$ cat src/rtl/arith_arbiter.sv
// Round-robin arbiter giving NREQ requesters turns on one shared combinational adder.
// Each operation takes IDLE -> EXEC -> DONE; done/gnt are decoded from the DONE state.
module arith_arbiter #(
   parameter int NREQ  = 4,
   parameter int WIDTH = 8
) (
   input  logic                  clk,
   input  logic                  rst_n,
   input  logic [NREQ-1:0]       req,
   input  logic [NREQ*WIDTH-1:0] a_in,
   input  logic [NREQ*WIDTH-1:0] b_in,
   output logic [WIDTH-1:0]      arith_a,
   output logic [WIDTH-1:0]      arith_b,
   input  logic [WIDTH-1:0]      arith_out,
   output logic [WIDTH-1:0]      result,
   output logic [NREQ-1:0]       gnt,
   output logic                  done,
   output logic                  busy
);

   localparam int IDXW = (NREQ > 1) ? $clog2(NREQ) : 1;

   typedef enum logic [1:0] {
      IDLE = 2'd0,
      EXEC = 2'd1,
      DONE = 2'd2
   } state_t;

   state_t          state;
   state_t          state_next;
   logic [IDXW-1:0] winner;
   logic [IDXW-1:0] winner_next;
   logic [IDXW-1:0] last;
   logic            found;
   logic [WIDTH-1:0] a_sel;
   logic [WIDTH-1:0] b_sel;

   // NOTE: sequential state uses non-blocking assignments so every register samples pre-edge values.
   always_ff @(posedge clk or negedge rst_n) begin
      if (!rst_n) begin
         state <= IDLE;
      end else begin
         state <= state_next;
      end
   end

   // NOTE: every signal driven in always_comb gets a default first, otherwise a latch is inferred.
   always_comb begin
      state_next = state;
      case (state)
         IDLE:    if (|req) state_next = EXEC;
         EXEC:    state_next = DONE;
         DONE:    state_next = IDLE;
         default: state_next = IDLE;
      endcase
   end

   // Search starts just after the last served requester, so the previous winner has lowest priority.
   always_comb begin
      winner_next = '0;
      found       = 1'b0;
      for (int k = 1; k <= NREQ; k++) begin
         if (!found && req[(int'(last) + k) % NREQ]) begin
            found       = 1'b1;
            winner_next = IDXW'((int'(last) + k) % NREQ);
         end
      end
   end

   always_comb begin
      a_sel = '0;
      b_sel = '0;
      for (int i = 0; i < NREQ; i++) begin
         if (winner_next == IDXW'(i)) begin
            a_sel = a_in[i*WIDTH +: WIDTH];
            b_sel = b_in[i*WIDTH +: WIDTH];
         end
      end
   end

   // Operands are captured only on the IDLE->EXEC edge, so later input changes cannot disturb the operation.
   always_ff @(posedge clk or negedge rst_n) begin
      if (!rst_n) begin
         arith_a <= '0;
         arith_b <= '0;
         result  <= '0;
         winner  <= '0;
         last    <= IDXW'(NREQ - 1);
      end else begin
         case (state)
            IDLE: begin
               if (found) begin
                  arith_a <= a_sel;
                  arith_b <= b_sel;
                  winner  <= winner_next;
               end
            end
            EXEC: begin
               result <= arith_out;
               last   <= winner;
            end
            default: ;
         endcase
      end
   end

   always_comb begin
      busy = (state != IDLE);
      done = (state == DONE);
      gnt  = '0;
      if (state == DONE) gnt[last] = 1'b1;
   end

endmodule
$ cat config.mk
export PLATFORM = sky130hd
export DESIGN_NAME = arith_arbiter
export DESIGN_NICKNAME = d
export VERILOG_FILES = /design/src/rtl/arith_arbiter.sv
export SDC_FILE = /design/constraint.sdc
export NUM_CORES = 1
export LEC_CHECK = 0
export BUFFER_PORTS_ARGS = -buffer_cell sky130_fd_sc_hd__buf_2
export CORE_MARGIN = 2
export CORE_UTILIZATION = 40
export DETAILED_ROUTE_END_ITERATION = 12
export PLACE_DENSITY_LB_ADDON = 0.12
export SLEW_MARGIN = 5
export SYNTH_ARGS = -nofsm -noshare
export SYNTH_HDL_FRONTEND = slang
export SYNTH_SLANG_ARGS = --single-unit
export TNS_END_PERCENT = 1
$ cat constraint.sdc
create_clock -name clk -period 4 [get_ports clk]
set_clock_uncertainty 0.15 [all_clocks]
set_input_delay 1 -clock clk [delete_from_list [all_inputs] [get_ports clk]]
set_output_delay 1 -clock clk [all_outputs]
set_load 0.01 [all_outputs]
* After elaboration in Yosys (flattened, before gate mapping) *
Cells that the tools add are included.

cells by class
  $lt $le $gt $ge = 6
  reduce and logical (&&, ||, !) cells = 16
  bitwise logic cells = 4
  multiplexer cells = 33
  equal/unequal tests = 6
  add/subtract/negate cells = 4

operator list
  operator                                              count
  2-to-1 mux 8 bit                                      8
  < comparator 3 x 4 -> 1 bit (second input constant)   4
  2-to-1 mux 1 bit                                      13
  2-to-1 mux 2 bit                                      5
  binary-select mux 1 bit (select 2 bit)                4
  OR reduction 2 bit                                    4
  equality test 2 bit (second input constant)           3
  adder 2 x 1 -> 2 bit (second input constant)          2
  adder 2 bit (second input constant)                   2
  bitwise AND 1 bit (first input constant)              4
  equality test 2 x 1 -> 1 bit (second input constant)  2
  logical AND 1 bit                                     4
  zero test 2 bit                                       2
  2-to-1 mux 4 bit                                      1
  one-hot mux 2 bit (2 select lines)                    1
  OR reduction 4 bit                                    1
  zero test 1 bit                                       3
  < comparator 2 x 3 -> 1 bit (second input constant)   1
  demux 1 bit (select 2 bit)                            1
  >= comparator 2 x 1 -> 1 bit (second input constant)  1
  inequality test 2 bit (second input constant)         1
  AND reduction 2 bit                                   1
  nonzero test 2 bit                                    1

word-level totals
  register bits = 30
  bits of input ports = 78
  output and inout port bits = 30
  word-level logic and storage cells = 75

* Depth between registers and ports, before layout *
Gate-level depths: netlist of run 1.

  word-level depth = 21
  depth in mapped cells = 10
  mapped depth without buffers = 7

* Least setup slack after synthesis of run 1 *
No wires, ideal clock.

  path kind = in2reg
  start point = input port req[2]
  end point = register arith_b[5]
  setup time = 0.136 ns
  setup slack = 1.473 ns
  stages = 7
  buffers on the path = 3
  data arrival time = 2.241 ns
  data required time = 3.714 ns
  cells stage by stage = buf_6 -> or3_4 -> a2111oi_4 -> or3_1 -> buf_6 -> buf_8 -> o221ai_2

between the ends
  cells in the longest elaborated chain, start to end = 18
  elaborated cells on any way between the ends = 35
  classes of those cells = 3 x eq/ne; 24 x mux; 8 x reduce/logical

RTL lines
  item                                                  line  text
  start, declared                                       9     input logic [NREQ-1:0] req,
  binary-select mux 1 bit (select 2 bit)                63    if (!found && req[(int'(last) + k) % NREQ]) begin
  2-to-1 mux 1 bit (not written as such) (2 in series)  63
  2-to-1 mux 1 bit                                      63
  zero test 1 bit                                       63
  logical AND 1 bit                                     63
  2-to-1 mux 1 bit                                      63
  zero test 1 bit                                       63
  logical AND 1 bit                                     63
  2-to-1 mux 1 bit                                      63
  zero test 1 bit                                       63
  logical AND 1 bit                                     63
  2-to-1 mux 2 bit                                      63
  zero test 2 bit                                       74    if (winner_next == IDXW'(i)) begin
  2-to-1 mux 8 bit (4 in series)                        74
  end signal, assigned                                  94    arith_b <= b_sel;
  end, declared                                         13    output logic [WIDTH-1:0] arith_b,

Parallel ways exist; a longest one is shown, timed or not. The select of a mux whose other input is x is not followed.
A chain may end at the register's enable or synchronous reset.

* Final worst setup path of run 1 *
  start point = register last[1]
  end point = register arith_b[3]

between the ends
  cells in the longest elaborated chain, start to end = 19
  elaborated cells on any way between the ends = 39
  classes of those cells = 4 x add/sub; 3 x eq/ne; 24 x mux; 8 x reduce/logical

RTL lines
  item                                                  line    text
  start, declared                                       33      logic [IDXW-1:0] last;
  start signal, assigned                                88      last <= IDXW'(NREQ - 1);
  start signal, assigned                                100     last <= winner;
  adder 2 x 1 -> 2 bit                                  63, 65
  binary-select mux 1 bit (select 2 bit)                63
  2-to-1 mux 1 bit (not written as such) (2 in series)  63
  2-to-1 mux 1 bit                                      63
  zero test 1 bit                                       63
  logical AND 1 bit                                     63
  2-to-1 mux 1 bit                                      63
  zero test 1 bit                                       63
  logical AND 1 bit                                     63
  2-to-1 mux 1 bit                                      63
  zero test 1 bit                                       63
  logical AND 1 bit                                     63
  2-to-1 mux 2 bit                                      63
  zero test 2 bit                                       74
  2-to-1 mux 8 bit (4 in series)                        74

Parallel ways exist; a longest one is shown, timed or not. The select of a mux whose other input is x is not followed.

==> results of run 1 <==
## layout make-up
type | count | area, µm²
sequential | 30 | 753
clock buffer | 8 | 110
timing repair buffer | 108 | 556
inverter | 5 | 18.8
fill | 440 | 2140
multi-input combinational | 112 | 1010
tap | 54 | 67.6
## state kept, by name, summed over array words and instances, names as in the netlist
register and cells:
arith_a 8, arith_b 8, last 2, result 8, state 2, winner 2
## power by group
part | switching [mW] | leakage (nW) | internal, mW
Combinational | 0.611 | 0.912 | 0.547
Clock | 0.107 | 0.0575 | 0.173
Sequential | 0.0943 | 0.361 | 0.469
## critical path, cell delays in order, from the launching register on
cell and delay (ns):
dfstp_2 0.61, inv_1 0.15, ha_1 0.42, nor2b_1 0.09, a211o_2 0.31, a21oi_1 0.21
or3_1 0.68, o221ai_1 0.21
## how the worst max path moves through the flow
stage / from / endpoint / slack [ns] / cells after the start
after floorplan: req[2] / arith_b[5] / 1.47 / 7
after global placement: req[3] / arith_b[2] / 0.88 / 6
after detailed placement: req[3] / arith_b[4] / 0.85 / 6
after CTS: last[1] / arith_b[1] / 0.96 / 7
after global routing: last[1] / arith_b[1] / 0.75 / 7
final: last[1] / arith_b[3] / 1.01 / 7
## layout by cell type (no fill, tap or decap), drive strengths merged, types with 2 or more instances in the layout
| master | synthesis | routed |
|---|---|---|
| or3 | 2 | 2 |
| inv | 5 | 5 |
| mux2 | 11 | 11 |
| buf | 9 | 108 |
| nor2b | 2 | 2 |
| dfstp | 2 | 2 |
| nor2 | 2 | 2 |
| ha | 4 | 4 |
| o221ai | 16 | 16 |
| nand2b | 2 | 2 |
| o21ai | 2 | 2 |
| clkbuf | 3 | 8 |
| or2 | 2 | 2 |
| nand3 | 2 | 2 |
| and2 | 4 | 4 |
| nand2 | 19 | 19 |
| dfrtp | 28 | 28 |
| mux2i | 35 | 35 |
## synthesized netlist by cell type (3+ instances only)
cell type	instances	area (µm²)
and2_1	4	25.0
buf_6	4	45.0
buf_8	3	45.0
dfrtp_1	28	701
ha_1	4	50.1
inv_1	3	11.3
mux2_2	11	124
mux2i_1	35	350
nand2_1	19	71.3
o221ai_1	5	43.8
o221ai_2	11	165
## metal layers
metal	part of all wire [%]	wire, µm
met1	48	2130
met2	44	1950
met3	6.4	281
met4	1.1	50
met5	0	0
## through the flow
step | instances | utilization (%) | area (µm²) | power, mW
3_5_place_dp | 309 | 51.6 | 2410 | 1.75
2_1_floorplan | 159 | - | 1920 | 1.52
6_report | 317 | 54.0 | 2520 | 2.00
5_1_grt | 317 | 54.0 | 2520 | 2.17
3_3_place_gp | 309 | 51.6 | 2410 | 1.73
4_1_cts | 317 | 54.0 | 2520 | 2.03
## logic make-up (layout without fill, tap and decap cells)
kind of cell / Yosys count / in the layout
multiplexers: 46 / 46
AND/OR/NAND/NOR: 36 / 36
flip-flops: 30 / 30
AO/OA/AOI/OAI: 26 / 26
buffers and inverters: 17 / 121
adder cells (fa/ha/maj): 4 / 4
==> key figures, run 1 <==
Outcome
  • Status: finished clean

Power
  • Leakage: 1.33 nW
  • Peak VDD IR: 0.351 mV
  • PD cells: 795 nW/µm²

STA
  • RSZ-0062 raised after global routing: no
  • Peak Freq: 0.334 GHz
  • Final setup vio count: 0
  • Final Slew Violations: 0
  • Fin crit share: 74.8%
  • Hold_ws: 0.332 ns
  • Setup TNS: 0 ns
  • Post-route setup slack: 1.01 ns
  • Slew @ Worst Pin: 1.03 ns
  • Final hold vios: 0
  • Max_slew headroom: 31.6%
  • Fin crit period: 2.99 ns

Clock network
  • TritonCTS clock tree: built
  • CTS Hold Bufs: 0
  • Root Driver: clkbuf_8
  • Clk Latency, worst-skew pair: 0.28 ns
  • CTS Buf Count: 5
  • Clock transition at path regs: 0.07 ns
  • Clock sinks: 30
  • CTS resizes: 0
  • Setup Buffers After CTS: 0
  • Clk buf depth: 2
  • H-tree Lvls: 2

Place
  • Pre-CTS setup slack: 0.845 ns
  • Port bufs: 107
  • Routability cong.: 0.793
  • Post-DP HPWL: 3320 µm

Floorplanning
  • Core area: 4660 µm²
  • Starting Density: 41.1%
  • Num rows: 25
  • Die H: 73.2 µm
  • I/O Pins: 108
  • Die W: 73.2 µm
  • Die Area: 5360 µm²

Synthesis
  • Seq cells post-synth: 30
  • Mux cell area share after synthesis: 24.8%
  • Number of flops mapped to enable cells by yosys: 0
  • Number of unique standard cell types used by synthesis: 36
  • FFs w/ async S/R, synth: 100%
  • Sequential share of the synthesized area: 39.3%
  • Synthesized area: 1920 µm²
  • Syn nets: 241
  • Post-Synth XOR/XNOR Area: 0%
  • Post-Syn Instances: 159
  • Largest family of logic cells by synthesized area: multiplexers
  • Post-synthesis simple-gate area fraction: 9.27%
  • Complex-gate fraction of the synthesized area: 16.1%
  • Predominant post-synthesis flop cell: dfrtp_1
  • Post-synthesis area per instance: 12.0 µm²
  • Synth Area in Adders: 2.61%
  • Yosys Warn Count: 0

Flow run
  • Max Cap Viol: 0

Layout
  • Share of layout cells above drive strength 1: 56.7%
  • Layout area overhead: 31.4%
  • Net count of the finished layout: 344
  • Antenna diodes: 0

Route
  • Routed wire length: 4400 µm
  • Drt first-iter violations: 40
  • WL/cell: 13.9 µm
  • Drt pass-1 iters: 4
  • Drt drc: 0
  • Drt via density: 5.10
  • Routed via count: 1618
  • Final ANT Viol Nets: 0

Worst setup path
  • Crit Path Class: reg -> reg
  • Worst reg-to-reg path cell count: 7
  • Critical Path RT: 3.96 ns
  • Worst endpoint data arrival time: 2.95 ns
  • Crit. End Element: flip-flop
  • Worst Path Max Fanout: 16
  • Startpoint types: flip-flop
  • R2r endpoint: arith_b[3]
  • Reg2reg setup slack: 1.01 ns
  • RR Startpoint: last[1]

Global routing
  • Grt met3 use: 4.28%
  • Grt total ovfl: 0
  • Largest net degree at the start of global routing: 31
  • GR peak layer: met2
  • Met1 GRT Util: 25.6%
  • Global-route usage over all layers: 17.5%
  • GRT met2 Usage: 25.6%
  • Number of global-route vias before repair: 1511
  • Global-route wire length before repair: 7230 µm
  • Initial antenna violation count: 0

Hold path
  • Hold worst-path end: winner[0]
  • Hold path cells: 2
  • Worst Hold Launch: winner[0]
  • Worst Hold Class: reg -> reg
Power figures use the tool's default switching activity.
==> run 2, diff against run 1 <==
ABC_AREA = 1   (was unset)
clock period = 3 ns   (was 4 ns; I/O delays follow)
==> run 2 against run 1 <==
Design area rose by 10%. Largest power group unchanged. Synthesized cell count rose by 82%. Synthesized area rose by 8.8%. Sequential power rose by 34%. Non-clock buffer count rose by 7. Critical path type unchanged. Via count rose by 42%.
==> key figures, run 2 <==
Outcome
  • Status: finished clean

Synthesis
  • Predominant post-synthesis flop cell: dfrtp_1
  • FFs w/ async S/R, synth: 100%
  • Sequential share of the synthesized area: 36.2%
  • Number of flops mapped to enable cells by yosys: 0
  • Post-Syn Instances: 290
  • Count leader, synth: nand2_1
  • Number of unique standard cell types used by synthesis: 28
  • Synthesized area: 2080 µm²
  • Yosys Warn Count: 0
  • Synth cell count leaders: 115 x nand2_1, 36 x nand3_1, 34 x nand4_1
  • Post-synthesis area per instance: 7.18 µm²
  • Syn nets: 372
  • Top cells by area, synth: dfrtp_1 34%, nand2_1 21%, nand4_1 10%
  • Share of the synthesized area in the top cell type: 33.6%
  • Largest area contributor in the netlist: dfrtp_1
  • Seq cells post-synth: 30

Global routing
  • Met1 GRT Util: 26.1%
  • GR peak layer: met2
  • Number of global-route vias before repair: 2163
  • Global-route usage over all layers: 20.9%
  • GRT met2 Usage: 36.2%
  • Grt met3 use: 4.86%
  • Largest net degree at the start of global routing: 31
  • Initial antenna violation count: 0
  • Grt total ovfl: 0
  • Global-route wire length before repair: 9920 µm

Route
  • Drt via density: 4.92
  • Routed wire length: 5880 µm
  • Drt pass-1 iters: 5
  • Final ANT Viol Nets: 0
  • Routed via count: 2302
  • Drt drc: 0
  • WL/cell: 12.6 µm
  • Drt first-iter violations: 184

Power
  • PD cells: 1340 nW/µm²
  • Switching part of the total: 53.2%
  • Part of the power in the clock network: 9.4%
  • Leakage: 1.55 nW
  • Internal Pwr Total: 1.74 mW
  • Combinational power share: 70.3%
  • Seq pwr share: 20.3%
  • Peak VDD IR: 0.505 mV
  • P_sw: 1.97 mW
  • Power after layout: 3.71 mW

STA
  • Final hold vios: 0
  • Setup TNS: 0 ns
  • Max_slew headroom: 53.6%
  • Post-route setup slack: 0.313 ns
  • Final Slew Violations: 0
  • RSZ-0062 raised after global routing: no
  • Fin crit share: 89.6%
  • Final setup vio count: 0
  • Fin crit period: 2.69 ns
  • Slew @ Worst Pin: 0.695 ns
  • Peak Freq: 0.372 GHz

Worst setup path
  • WP depth: 13
  • CP Capture Point: arith_b[0]
  • Delay-heaviest family, CP: simple AND/OR/NAND/NOR gates
  • RR Startpoint: last[0]
  • R2r endpoint: arith_b[0]
  • Critical Path RT: 3.02 ns
  • Worst Path Max Fanout: 13
  • Crit. End Element: flip-flop
  • Sequence of cells on the critical path: inv_2, ha_1, inv_1, nand3_2, nand2_4, nor2_1, a21oi_4, nand3_4, buf_4, nand3_1, nand4_1, nand2_1, nand2_1
  • Critical path's slowest cell: dfstp_2
  • CP dominant cell by count: nand2_1
  • CP Launch Point: last[0]
  • Reg2reg setup slack: 0.31 ns
  • Worst reg-to-reg path cell count: 13
  • Worst path bufs/invs: 3
  • Largest stage delay on the critical path: 0.73 ns
  • Worst endpoint data arrival time: 2.71 ns
  • Startpoint types: flip-flop
  • Crit Path Class: reg -> reg

Flow run
  • Max Cap Viol: 0

Place
  • Post-DP HPWL: 4360 µm
  • Routability cong.: 0.816
  • Dpl cell area: 2680 µm²
  • Pre-CTS setup slack: 0.284 ns
  • Port bufs: 107

Clock network
  • Clock sinks: 30
  • TritonCTS clock tree: built
  • H-tree Lvls: 2
  • Clk Latency, worst-skew pair: 0.28 ns
  • Setup Buffers After CTS: 0
  • Clock transition at path regs: 0.07 ns
  • CTS Buf Count: 5
  • Clk buf depth: 2
  • Root Driver: clkbuf_8
  • CTS Hold Bufs: 0
  • CTS resizes: 0

Layout
  • Layout Utilization: 54.6%
  • Layout area overhead: 33.0%
  • Most common cell after layout, fill and taps aside: nand2_1
  • Share of layout cells above drive strength 1: 36.7%
  • Most frequent cells in the layout: 115 x nand2_1, 107 x buf_2, 36 x nand3_1
  • Antenna diodes: 0
  • Post-route cell area: 2770 µm²
  • Largest registers: arith_a (8), arith_b (8), result (8)
  • Net count of the finished layout: 479

Floorplanning
  • Starting Density: 41.1%
  • Num rows: 26
  • Die W: 76.2 µm
  • Die H: 76.2 µm
  • I/O Pins: 108
  • Core area: 5070 µm²
  • Die Area: 5800 µm²

Hold path
  • Worst Hold Class: reg -> reg
run 2: changes by cell type after synthesis, moves of 8 or more:
cell,change
o221ai_2,-11
inv_1,+15
nand3_1,+34
nor2_1,+8
nand4_1,+34
nand2_1,+96
mux2i_1,-35
mux2_2,-11
run 2: kinds of logic after synthesis:
logic type                 Yosys count  share of synthesized area, %
AOI/OAI and AO/OA                    7                          2.52
adders and majority gates            4                          2.40
buffers and inverters               39                          9.37
DFF                                 30                          36.2
and+or+nand+nor                    210                          49.5
run 2: stage by stage:
| stage | cells | hold slack (ns) |
|---|---|---|
| 6_report | 468 | 0.325 |
| 2_1_floorplan | 290 | 0.304 |
| 4_1_cts | 468 | 0.330 |
| 5_1_grt | 468 | 0.344 |
| 3_3_place_gp | 460 | 0.309 |
| 3_5_place_dp | 460 | 0.310 |
run 2: worst min-delay path by stage:
stage / from / end / slack (ns) / cells past startpoint
floorplan: rst_n / arith_a[0] / 0.30 / 0
detailed placement: result[1] / result[1] / 0.31 / 2
global placement: arith_a[3] / arith_a[3] / 0.31 / 2
CTS: result[1] / result[1] / 0.33 / 2
finish: arith_b[2] / arith_b[2] / 0.33 / 2
global route: result[5] / result[5] / 0.34 / 2
run 2: layout make-up:
cell class,instances,area (µm²)
well taps,70,87.6
clock inverters,2,12.5
fillers,525,2300
clock buffers,6,82.6
multi-input cells,221,1130
flip-flops and latches,30,753
inverters,24,92.6
repair buffers,115,608
run 2: power groups by stage:
stage               Combinational [mW]  Clock (mW)  Sequential [mW]
floorplan                         1.99           0            0.800
global placement                  2.60           0            0.757
detailed placement                2.66           0            0.752
CTS                               2.66       0.361            0.753
global route                      2.97       0.380            0.776
finish                            2.61       0.349            0.754
run 2: tightest hold or removal path: stages (launching register included):
cell and delay [ns]:
dfrtp_1 0.34, nand2_1 0.05, nand2_1 0.05
run 2: layer usage:
| metal | share of wire, % | vias to the layer above |
|---|---|---|
| met3 | 7.3 | 5 |
| met4 | 0.95 | 0 |
| met2 | 46 | 82 |
| met5 | 0 | - |
| li1 | - | 1168 |
| met1 | 45 | 1047 |
==> run 3, diff against run 2 <==
CORE_MARGIN = 10   (was 2)
==> run 3 against run 2 <==
Cell count fell by 0.43%. First-iteration DRC count shrank 28%. Critical path type unchanged. Register-to-register slack about the same. Sequential power fell by 3.2%. Utilization is 0.12 points lower. Global-route usage decreased by 5.3 points. Clock power increased by 11%. Design area shrank 0.23%. Critical path depth unchanged. Sequential share of layout area increased by 0.062 points.
==> key figures, run 3 (synthesized netlist as in run 2, its figures left out) <==
Clock network
  • Root Driver: clkbuf_8
  • Clk Latency, worst-skew pair: 0.28 ns
  • Clock transition at path regs: 0.07 ns
  • Setup Buffers After CTS: 0
  • CTS Buf Count: 5
  • Clock sinks: 30
  • H-tree Lvls: 2
  • TritonCTS clock tree: built
  • Clk buf depth: 2

Power
  • Leakage: 1.55 nW
  • PD cells: 1350 nW/µm²
  • Peak VDD IR: 0.656 mV

Layout
  • Register area: 753 µm²
  • Antenna diodes: 0
  • Layout area overhead: 32.7%
  • Number of fill cells: 527
  • Multi-input combinational cell area: 1140 µm²
  • Final cell count without fillers: 466
  • Largest registers: arith_a (8), arith_b (8), result (8)
  • Share of layout cells above drive strength 1: 36.6%
  • Net count of the finished layout: 477
  • Most frequent cells in the layout: 115 x nand2_1, 107 x buf_2, 36 x nand3_1
  • Most common cell after layout, fill and taps aside: nand2_1

Floorplanning
  • Starting Density: 41.1%
  • I/O Pins: 108
  • Num rows: 26
  • Die H: 92.2 µm
  • Core area: 5070 µm²
  • Die Area: 8490 µm²
  • Die W: 92.2 µm

Worst setup path
  • Worst endpoint data arrival time: 2.76 ns
  • Crit Path Class: reg -> reg
  • Sequence of cells on the critical path: inv_1, ha_1, inv_1, nand3_2, nand2_4, nor2_1, a21oi_4, nand3_4, buf_4, nand3_1, nand4_1, nand2_1, nand2_1
  • Critical Path RT: 3.07 ns
  • Startpoint types: flip-flop
  • Worst Path Max Fanout: 32
  • Reg2reg setup slack: 0.31 ns
  • Largest stage delay on the critical path: 0.58 ns
  • Critical path's slowest cell: dfstp_2
  • Crit. End Element: flip-flop

Route
  • Drt via density: 5.02
  • Routed via count: 2339
  • Drt first-iter violations: 132
  • Routed wire length: 6770 µm
  • WL/cell: 14.5 µm
  • Drt pass-1 iters: 4
  • Drt drc: 0
  • Final ANT Viol Nets: 0

STA
  • Peak Freq: 0.372 GHz
  • Final setup vio count: 0
  • RSZ-0062 raised after global routing: no
  • Setup TNS: 0 ns
  • Fin crit share: 89.6%
  • Slew @ Worst Pin: 0.695 ns
  • Max_slew headroom: 53.7%
  • Fin crit period: 2.69 ns
  • Final Slew Violations: 0
  • Final hold vios: 0

Global routing
  • Grt total ovfl: 0
  • Number of global-route vias before repair: 2346
  • Global-route usage over all layers: 15.6%
  • Global-route wire length before repair: 11000 µm
  • Largest net degree at the start of global routing: 33
  • Initial antenna violation count: 0

Place
  • Port bufs: 107
  • Post-DP HPWL: 5100 µm
  • Routability cong.: 0.782
  • Placed Cells: 458

Outcome
  • Status: finished clean

Flow run
  • Max Cap Viol: 0

Hold path
  • Worst Hold Class: reg -> reg
[run 3: cell type report]
class / count / share of cell area [%]
clock buffer: 8 / 3.98
timing repair buffer: 113 / 21.1
inverter: 24 / 3.35
tap: 70 / 3.17
sequential: 30 / 27.2
multi-input combinational: 221 / 41.1
[run 3: where the power goes]
part	switching [mW]	total (mW)	internal (mW)
clock	0.155	0.387	0.232
sequential	0.106	0.730	0.624
combinational	1.72	2.60	0.879
total	1.99	3.72	1.73
[run 3: stage by stage]
stage          worst slack [ns]  total power [mW]  hold WS, ns  util (%)  instance area (µm²)
6_report                  0.313              3.72        0.323      54.5                 2770
5_1_grt                  0.0588              4.11        0.339      54.5                 2770
4_1_cts                   0.273              3.74        0.328      54.4                 2760
3_5_place_dp              0.304              3.34        0.310      52.2                 2650
3_3_place_gp              0.376              3.32        0.307      52.2                 2650
2_1_floorplan             0.664              2.79        0.304         -                 2080
[run 3: critical path, delay by kind of cell, from the launching register on]
kind / cells / cell delay, ns
flops: 1 / 0.58
compound gates: 1 / 0.09
fa+ha+maj: 1 / 0.40
buf+inv: 3 / 0.54
simple gates: 8 / 0.85
[run 3: final timing paths]
kind                                 start         end  cells after the start
max in group asynchronous            rst_n   result[7]                      1
worst max-delay path               last[1]  arith_a[3]                     13
worst min register to register  arith_a[4]  arith_a[4]                      2
min in group asynchronous            rst_n  arith_b[1]                      1
worst min-delay path            arith_a[4]  arith_a[4]                      2
worst max register to register     last[1]  arith_a[3]                     13
[run 3: metal layers]
layer,up-vias,track usage [%],part of all wire [%]
li1,1174,-,-
met1,1067,19.1,43
met2,90,23.6,45
met3,8,7.50,10
met4,0,4.63,1.4
met5,-,0,0
[run 3: timing repair]
action                                  in CTS  in global routing
endpoints found under the setup margin       0                  1
gates resized for setup                      0                  1
hold buffers                                 0                  0
